===== src/rtl/div_pkg.sv =====
// -----------------------------------------------------------------------------
// div_pkg
// Shared types and constants for the iterative divider.
//   state_t : FSM states of div_unit (IDLE, CALC, FINISH)
//   op_t    : decoded operation (DIV, DIVU, REM, REMU)
//   DEFAULT_WIDTH : default operand/result width
// -----------------------------------------------------------------------------
package div_pkg;

    localparam int DEFAULT_WIDTH = 32;

    typedef enum logic [1:0] {
        IDLE   = 2'd0,
        CALC   = 2'd1,
        FINISH = 2'd2
    } state_t;

    typedef enum logic [1:0] {
        DIV  = 2'd0,
        DIVU = 2'd1,
        REM  = 2'd2,
        REMU = 2'd3
    } op_t;

endpackage


===== src/rtl/div_step.sv =====
// -----------------------------------------------------------------------------
// div_step
// One combinational restoring-division step.
//   rem_in       : partial remainder before the step (always < divisor)
//   dividend_bit : next dividend bit shifted into the remainder
//   divisor      : divisor magnitude
//   rem_out      : partial remainder after the step
//   q_bit        : quotient bit produced by this step
// -----------------------------------------------------------------------------
module div_step #(
    parameter int WIDTH = 32
) (
    input  logic [WIDTH-1:0] rem_in,
    input  logic             dividend_bit,
    input  logic [WIDTH-1:0] divisor,
    output logic [WIDTH-1:0] rem_out,
    output logic             q_bit
);

    logic [WIDTH:0] shifted;
    logic [WIDTH:0] diff;

    // Shift in the next dividend bit and trial-subtract. Because rem_in is
    // kept below the divisor, the shifted value is below twice the divisor,
    // so the top bit of the difference alone tells whether the subtraction
    // went negative (restore) or not (keep the difference, quotient bit 1).
    always_comb begin
        shifted = {rem_in, dividend_bit};
        diff    = shifted - {1'b0, divisor};
        q_bit   = ~diff[WIDTH];
        rem_out = q_bit ? diff[WIDTH-1:0] : shifted[WIDTH-1:0];
    end

endmodule


===== src/rtl/div_unit.sv =====
// -----------------------------------------------------------------------------
// div_unit
// Iterative restoring divider for signed/unsigned quotient and remainder.
// One quotient bit per cycle; result valid WIDTH+2 cycles after start.
//
// Ports
//   clk, rst            : clock, synchronous active-high reset
//   start               : request a new operation (sampled while busy=0)
//   sel_div/divu/rem/remu : one-hot operation select (priority div>divu>rem>remu)
//   operand_a, operand_b: dividend, divisor
//   busy                : operation in progress
//   done                : one-cycle pulse, result valid
//   result              : quotient or remainder, held until the next done
//
// Configuration macro
//   DIV_SPECIAL_FASTPATH_EN : divide-by-zero and signed overflow skip the
//                             iterative phase and finish 2 cycles after start.
// -----------------------------------------------------------------------------
module div_unit
    import div_pkg::*;
#(
    parameter int WIDTH = DEFAULT_WIDTH
) (
    input  logic             clk,
    input  logic             rst,
    input  logic             start,
    input  logic             sel_div,
    input  logic             sel_divu,
    input  logic             sel_rem,
    input  logic             sel_remu,
    input  logic [WIDTH-1:0] operand_a,
    input  logic [WIDTH-1:0] operand_b,
    output logic             busy,
    output logic             done,
    output logic [WIDTH-1:0] result
);

    localparam int CW = $clog2(WIDTH + 1);
    localparam logic [CW-1:0]    CNT_INIT = CW'(WIDTH);
    localparam logic [CW-1:0]    CNT_LAST = CW'(1);
    localparam logic [WIDTH-1:0] MIN_NEG  = {1'b1, {(WIDTH-1){1'b0}}};

    state_t           state;
    op_t              op;
    logic [CW-1:0]    count;
    logic [WIDTH-1:0] quo_reg;
    logic [WIDTH-1:0] rem_reg;
    logic [WIDTH-1:0] divisor_reg;
    logic [WIDTH-1:0] dividend_orig;
    logic             neg_q;
    logic             neg_r;
    logic             div_zero;
    logic             sgn_ovf;

    logic             sel_any;
    op_t              next_op;
    logic             cap_signed;
    logic             a_neg;
    logic             b_neg;
    logic [WIDTH-1:0] a_mag;
    logic [WIDTH-1:0] b_mag;
    logic             cap_zero;
    logic             cap_ovf;

    logic [WIDTH-1:0] step_rem;
    logic             step_q;

    logic             is_quot;
    logic [WIDTH-1:0] q_fix;
    logic [WIDTH-1:0] r_fix;
    logic [WIDTH-1:0] final_result;

    // Decode the requested operation and prepare operand magnitudes, sign
    // flags and special-case flags so they can be captured on the start edge.
    always_comb begin
        sel_any = sel_div | sel_divu | sel_rem | sel_remu;
        next_op = DIV;
        if (sel_div)
            next_op = DIV;
        else if (sel_divu)
            next_op = DIVU;
        else if (sel_rem)
            next_op = REM;
        else if (sel_remu)
            next_op = REMU;

        cap_signed = (next_op == DIV) || (next_op == REM);
        a_neg      = cap_signed & operand_a[WIDTH-1];
        b_neg      = cap_signed & operand_b[WIDTH-1];
        a_mag      = a_neg ? -operand_a : operand_a;
        b_mag      = b_neg ? -operand_b : operand_b;
        cap_zero   = (operand_b == '0);
        cap_ovf    = cap_signed && (operand_a == MIN_NEG) && (operand_b == '1);
    end

    div_step #(
        .WIDTH (WIDTH)
    ) u_step (
        .rem_in       (rem_reg),
        .dividend_bit (quo_reg[WIDTH-1]),
        .divisor      (divisor_reg),
        .rem_out      (step_rem),
        .q_bit        (step_q)
    );

    // Sign correction and special-case override of the raw magnitudes.
    // Divide-by-zero and signed overflow are forced explicitly so the
    // fast path (which never iterates) yields the same values.
    always_comb begin
        is_quot = (op == DIV) || (op == DIVU);
        q_fix   = neg_q ? -quo_reg : quo_reg;
        r_fix   = neg_r ? -rem_reg : rem_reg;
        if (div_zero)
            final_result = is_quot ? '1 : dividend_orig;
        else if (sgn_ovf)
            final_result = is_quot ? MIN_NEG : '0;
        else
            final_result = is_quot ? q_fix : r_fix;
    end

    // Control FSM and datapath registers. quo_reg starts as the dividend
    // magnitude and is shifted left each step, so its MSB feeds the step and
    // the new quotient bit enters at the LSB; after WIDTH steps it holds the
    // quotient.
    always_ff @(posedge clk) begin
        if (rst) begin
            state         <= IDLE;
            op            <= DIV;
            count         <= '0;
            quo_reg       <= '0;
            rem_reg       <= '0;
            divisor_reg   <= '0;
            dividend_orig <= '0;
            neg_q         <= 1'b0;
            neg_r         <= 1'b0;
            div_zero      <= 1'b0;
            sgn_ovf       <= 1'b0;
            busy          <= 1'b0;
            done          <= 1'b0;
            result        <= '0;
        end else begin
            done <= 1'b0;
            case (state)
                IDLE: begin
                    if (start && sel_any) begin
                        op            <= next_op;
                        quo_reg       <= a_mag;
                        rem_reg       <= '0;
                        divisor_reg   <= b_mag;
                        dividend_orig <= operand_a;
                        neg_q         <= a_neg ^ b_neg;
                        neg_r         <= a_neg;
                        div_zero      <= cap_zero;
                        sgn_ovf       <= cap_ovf;
                        count         <= CNT_INIT;
                        busy          <= 1'b1;
`ifdef DIV_SPECIAL_FASTPATH_EN
                        state         <= (cap_zero || cap_ovf) ? FINISH : CALC;
`else
                        state         <= CALC;
`endif
                    end
                end
                CALC: begin
                    quo_reg <= {quo_reg[WIDTH-2:0], step_q};
                    rem_reg <= step_rem;
                    count   <= count - CNT_LAST;
                    if (count == CNT_LAST)
                        state <= FINISH;
                end
                FINISH: begin
                    result <= final_result;
                    done   <= 1'b1;
                    busy   <= 1'b0;
                    state  <= IDLE;
                end
                default: begin
                    state <= IDLE;
                    busy  <= 1'b0;
                end
            endcase
        end
    end

endmodule


===== config.mk =====
export PLATFORM = sky130hd
export DESIGN_NAME = div_unit
export DESIGN_NICKNAME = d
export VERILOG_FILES = /design/src/rtl/div_pkg.sv /design/src/rtl/div_step.sv /design/src/rtl/div_unit.sv
export SDC_FILE = /design/constraint.sdc
export NUM_CORES = 1
export LEC_CHECK = 0
export ABC_AREA = 1
export BUFFER_PORTS_ARGS = -buffer_cell sky130_fd_sc_hd__buf_2
export CORE_MARGIN = 2
export CORE_UTILIZATION = 44
export DETAILED_ROUTE_END_ITERATION = 12
export PLACE_DENSITY = 0.57
export SLEW_MARGIN = 25
export SYNTH_ARGS = -nofsm -noshare
export SYNTH_HDL_FRONTEND = slang
export SYNTH_SLANG_ARGS = --single-unit
export TNS_END_PERCENT = 50

===== constraint.sdc =====
create_clock -name clk -period 3 [get_ports clk]
set_input_delay 0.6 -clock clk [delete_from_list [all_inputs] [get_ports clk]]
set_output_delay 0.6 -clock clk [all_outputs]
set_load 0.01 [all_outputs]

# After elaboration in Yosys (flattened, before gate mapping)
# Index checks and enable logic that the tools add are counted.
# totals
reg_bits,176
in_bits,71
# op_classes
addsub,6
n_eq_ne,9
muxes,26
bitwise,8
n_reduce_logical,14
# op_table
op,n
$mux 32,12
$neg 32->32,4
$pmux 32 s2,2
$eq 32x32->1 const B,2
$sub 33x32->33,1
$logic_not 32->1,1
$mux 2,6
$pmux 6 s2,1
$reduce_and 2->1,4
$eq 6x1->1 const B,1
$logic_not 2->1,3
$mux 6,1
$sub 6x1->6 const B,1
$eq 2x1->1 const B,2
$eq 2x2->1 const B,2
$ne 2x2->1 const B,2
$pmux 2 s2,1
$logic_and 1x1->1,3
$or 1x1->1,3
$and 1x1->1,2
$logic_or 1x1->1,2
$mux 1,2
$not 1->1,2
$pmux 1 s2,1
2 further kinds,2

# Longest topological paths before layout
# logic_depth
ltp_word,10
ltp_mapped,16
mapped_depth_nobuf,16

# By module
# A second synthesis with hierarchy kept.
# hier_totals
hier_cells,2412
hier_area_um2,14433.8
# modules_own_cells
module,instances,cells_per_inst,area_per_inst_um2,seq_area_each_um2
div_unit,1,1732,11283.3,3503.4
div_step,1,680,3150.5,0.0

# Worst setup path after synthesis
# OpenSTA, ideal clock, no wires.
# synth_timing
path_type,reg-to-reg
from,register quo_reg[31]
to,register rem_reg[3]
arrival_time_ps,1969
setup_slack_ps,918
path_stages_with_launch,17
path_buffers,1
synth_period_minus_slack_ps,2082
cell_sequence,dfxtp_1 > inv_1 > ha_1 > fa_1 > nor2_2 > o21ai_2 > nand2_2 > nand2_2 > nand2_2 > nand2_2 > nand2_2 > nand2_2 > nand2_4 > buf_12 > nand2_2 > nand3_1 > nand2_1
# synth_via
elab_chain_cells,3
# synth_lines
item,line_no,source
start: declaration,div_unit.sv:46,logic [WIDTH-1:0] quo_reg;
start signal: assignment,div_unit.sv:147,quo_reg <= a_mag;
start signal: assignment,div_unit.sv:165,"quo_reg <= {quo_reg[WIDTH-2:0], step_q};"
$sub 33x32->33,div_step.sv:29,"diff = shifted - {1'b0, divisor};"
$mux 32,div_step.sv:31,rem_out = q_bit ? diff[WIDTH-1:0] : shifted[WIDTH-1:0];
$pmux 32 s2,div_unit.sv:143,case (state)
end signal: assignment,div_unit.sv:166,rem_reg <= step_rem;
end: declaration,div_unit.sv:47,logic [WIDTH-1:0] rem_reg;
# No other way between the ends.
# A chain may end at the register's enable or synchronous reset.

# Worst setup path in the final report
# layout_timing
from,register quo_reg[31]
to,register rem_reg[10]
# Same word-level chain as after synthesis.

==> summary.txt <==
Outcome
  • Status: finished clean

Synthesis
  • Dominant cell type by area after synthesis: dfxtp_1
  • Seq/Total Area, Yosys: 0.2579
  • Syn_nets: between 2000 and 2500
  • Top cells by count, synth: 614 x nand2_1, 314 x inv_1, 253 x nor2_1
  • Mapped Area: 13580 sq um
  • Async SR Flop Fraction: 0
  • Primary FF master, synth: dfxtp_1
  • Synth Register Bits: 175
  • Synth area leaders: dfxtp_1 26%, nand2_1 17%, inv_1 8.7%, nand3_1 8.4%, nor2_1 7.0%
  • Synth warnings: 0
  • Most frequent cell after synthesis: nand2_1
  • Mapped Cells: ~2300
  • Share of the synthesized area in the top cell type: 0.2579
  • Synth cell types: 47
  • Number of synthesized flops with an enable pin: 0
  • Syn avg cell area: approximately 5.9 sq um

Power and ir drop
  • P_sw: 5.286 mW
  • Combinational power share: 0.525
  • Seq pwr share: 0.260
  • Design Power: between 10 and 15 mW
  • Internal: around 5.6 mW
  • Leak Pwr: around 7.4 nW
  • Clock power frac: 0.214
  • Max VDD drop: between 0.5 and 0.6 mV
  • PwrDens: between 700 and 800 nW/um^2
  • Net Sw Frac: 0.4863

STA
  • Final Skew: 0.01363 ns
  • Slew HR: 0.4371
  • Final period util: 0.8281
  • Peak Freq: around 0.40 GHz
  • Slew Limit Fails: 0
  • Unrepaired setup endpoints after global routing: false
  • Final setup viols: 0
  • Final hold slack: between 0.4 and 0.5 ns
  • Setup TNS: 0 ns
  • Final hold violations: 0
  • Actual slew at the worst max-slew pin: roughly 0.84 ns
  • Fin worst setup slack: approximately 0.52 ns
  • Final Critical Period: 2.484 ns

Cells and area
  • Register Area: roughly 3500 sq um
  • Nets: 2479
  • Proportion of layout cells with a drive suffix above 1: 0.09618
  • Area grow syn2layout: 10.20%
  • Fin area: about 15000 sq um
  • Fillers: about 3300
  • Final Core Density: 0.4907
  • Post-Layout Cell Count: approximately 2800
  • Area of the multi-input gates: about 8500 sq um

Clock tree
  • TritonCTS clock tree: yes
  • Post-CTS resize count: 0
  • Root Buffer Master: clkbuf_16
  • Clock slew at reported path FFs: 0.08 ns
  • Clock latency on the worst-skew pair: about 0.45 ns
  • H-tree depth: 4
  • Clock sink count: roughly 180
  • Post-CTS setup buffer count: 0
  • CTS buffer count: 17
  • Longest Clk Path Bufs: 2
  • Post-cts hold buffer count: 0

Routing
  • Iter 0 DRT Violations: between 1000 and 1500
  • Pre-antenna DRT Iters: 5
  • DRT Wirelength: about 50000 microns
  • DR DRC count: 0
  • Final ANT Viol Nets: 0
  • Via count: ~15000
  • Drt via density: 5.425
  • Mean routed wirelength per cell: ~18 microns

Setup path
  • Worst setup EP type: flip-flop
  • Crit path arrival time: 2.83 ns
  • CP most frequent cell: nand2_2
  • RR Startpoint: quo_reg[31]
  • Critical path peak fanout: 32
  • CP Data Required Time: roughly 3.3 ns
  • Crit Path Class: reg2reg
  • CP peak stage delay: approximately 0.44 ns
  • Critical path, cell by cell: inv_1, ha_1, fa_1, nor2_2, o21ai_2, nand2_2, nand2_2, nand2_2, nand2_2, nand2_2, nand2_2, nand2_4, nand2_1, nand3_1, nand2_1
  • R2R Path End: rem_reg[10]
  • R2R Setup Slk: 0.52 ns
  • Reg2reg path depth: 15
  • Startpoint class of the critical path: flip-flop
  • Slowest stage cell on the critical path: fa_1

Min path
  • HP Class: in2reg
  • Hold path startpoint: operand_a[1]
  • WHS Endpoint: dividend_orig[1]
  • Hold path cells: 3

Floorplan
  • Die height: between 150 and 200 microns
  • Die Wd: approximately 180 microns
  • Ports: approximately 110
  • Initial Utilization: 0.4453
  • Core ar.: between 30000 and 40000 sq um
  • Row Count: between 60 and 70
  • Die area: roughly 32000 sq um

Placed design
  • HPWL Detailed: about 39000 microns
  • Placed cells: 2745
  • Global placement routability congestion: roughly 0.97
  • DP Worst Slack: approximately 0.48 ns
  • IO Port Bufs: between 100 and 150
  • Area after DPL: 14370 sq um

Global route
  • Global-route usage over all layers: 0.3080
  • Largest net degree at the start of global routing: 98
  • Total global routing overflow: 0
  • First-pass GRT wire length: roughly 80000 microns
  • Number of antenna violations at the first check in global routing: 0
  • Vias in the first global route: between 10000 and 15000

Job
  • Max_cap viols: 0
[critical path: cells and delay by family (launching register included)]
| kind | cells | cell delay (ns) |
|---|---|---|
| AND/OR/NAND/NOR | 11 | 1.21 |
| adder cells (fa/ha/maj) | 2 | 0.66 |
| flip-flops | 1 | 0.34 |
| buffers and inverters | 1 | 0.10 |
| AO/OA/AOI/OAI | 1 | 0.06 |
[power groups by stage]
stage	registers, mW	logic [mW]	clock network [mW]
global route	2.85	6.48	2.46
finish	2.83	5.71	2.33
detailed placement	2.88	5.62	0
global placement	2.88	5.60	0
floorplan	2.76	4.39	0
CTS	2.83	5.65	2.36
[how the worst max path moves through the flow]
| stage | startpoint | to | slack (ns) | depth (start not counted) |
|---|---|---|---|---|
| after global placement | operand_b[0] | divisor_reg[28] | 0.46 | 12 |
| after global routing | quo_reg[31] | rem_reg[25] | 0.34 | 15 |
| after CTS | quo_reg[31] | rem_reg[10] | 0.50 | 15 |
| final | quo_reg[31] | rem_reg[10] | 0.52 | 15 |
| after detailed placement | operand_b[0] | divisor_reg[28] | 0.48 | 12 |
| after floorplan | quo_reg[31] | rem_reg[3] | 0.92 | 16 |
[layout make-up]
type | instances | area share
multi-input cells | 1724 | 0.5649
inverters | 324 | 0.08124
well taps | 396 | 0.03310
flip-flops and latches | 175 | 0.2341
clock inverters | 12 | 0.009946
diodes | 1 | 0.0001672
repair buffers | 126 | 0.04664
clock buffers | 20 | 0.02984
[per-layer routing]
metal | up-vias | share of wire | track usage
met5 | - | 0 | 0
met4 | 0 | 0.017 | 0.07252
met3 | 46 | 0.066 | 0.03991
met2 | 514 | 0.43 | 0.4667
met1 | 6916 | 0.49 | 0.4612
li1 | 7595 | - | -
[cells by family (layout without fill, tap and decap cells)]
family / count (synthesis) / in the layout / synth area share
AO/OA/AOI/OAI: 405 / 405 / 0.1644
XOR/XNOR: 49 / 49 / 0.03159
adder cells (fa/ha/maj): 40 / 40 / 0.03740
buffers and inverters: 413 / 482 / 0.1205
flip-flops: 175 / 175 / 0.2579
other: 0 / 1 / 0
AND/OR/NAND/NOR: 1230 / 1230 / 0.3882
[cell usage in the layout (no fill, tap or decap), types with 6 or more instances in the layout]
master	instances
nand2_1	614
inv_1	313
nor2_1	250
nand3_1	228
dfxtp_1	174
o21ai_0	153
a21oi_1	147
buf_2	104
ha_1	39
nand4_1	38
xor2_1	29
nand2_2	27
a31oi_1	26
nor3_1	21
buf_4	21
xnor2_1	20
o211ai_1	19
clkbuf_16	17
nand3b_1	13
o22ai_1	13
nor2_2	12
a211oi_1	11
inv_2	10
o21ai_1	10
o221ai_1	7
or2_2	6
o21bai_1	6
Note: power is estimated with default switching activity, not from simulation.
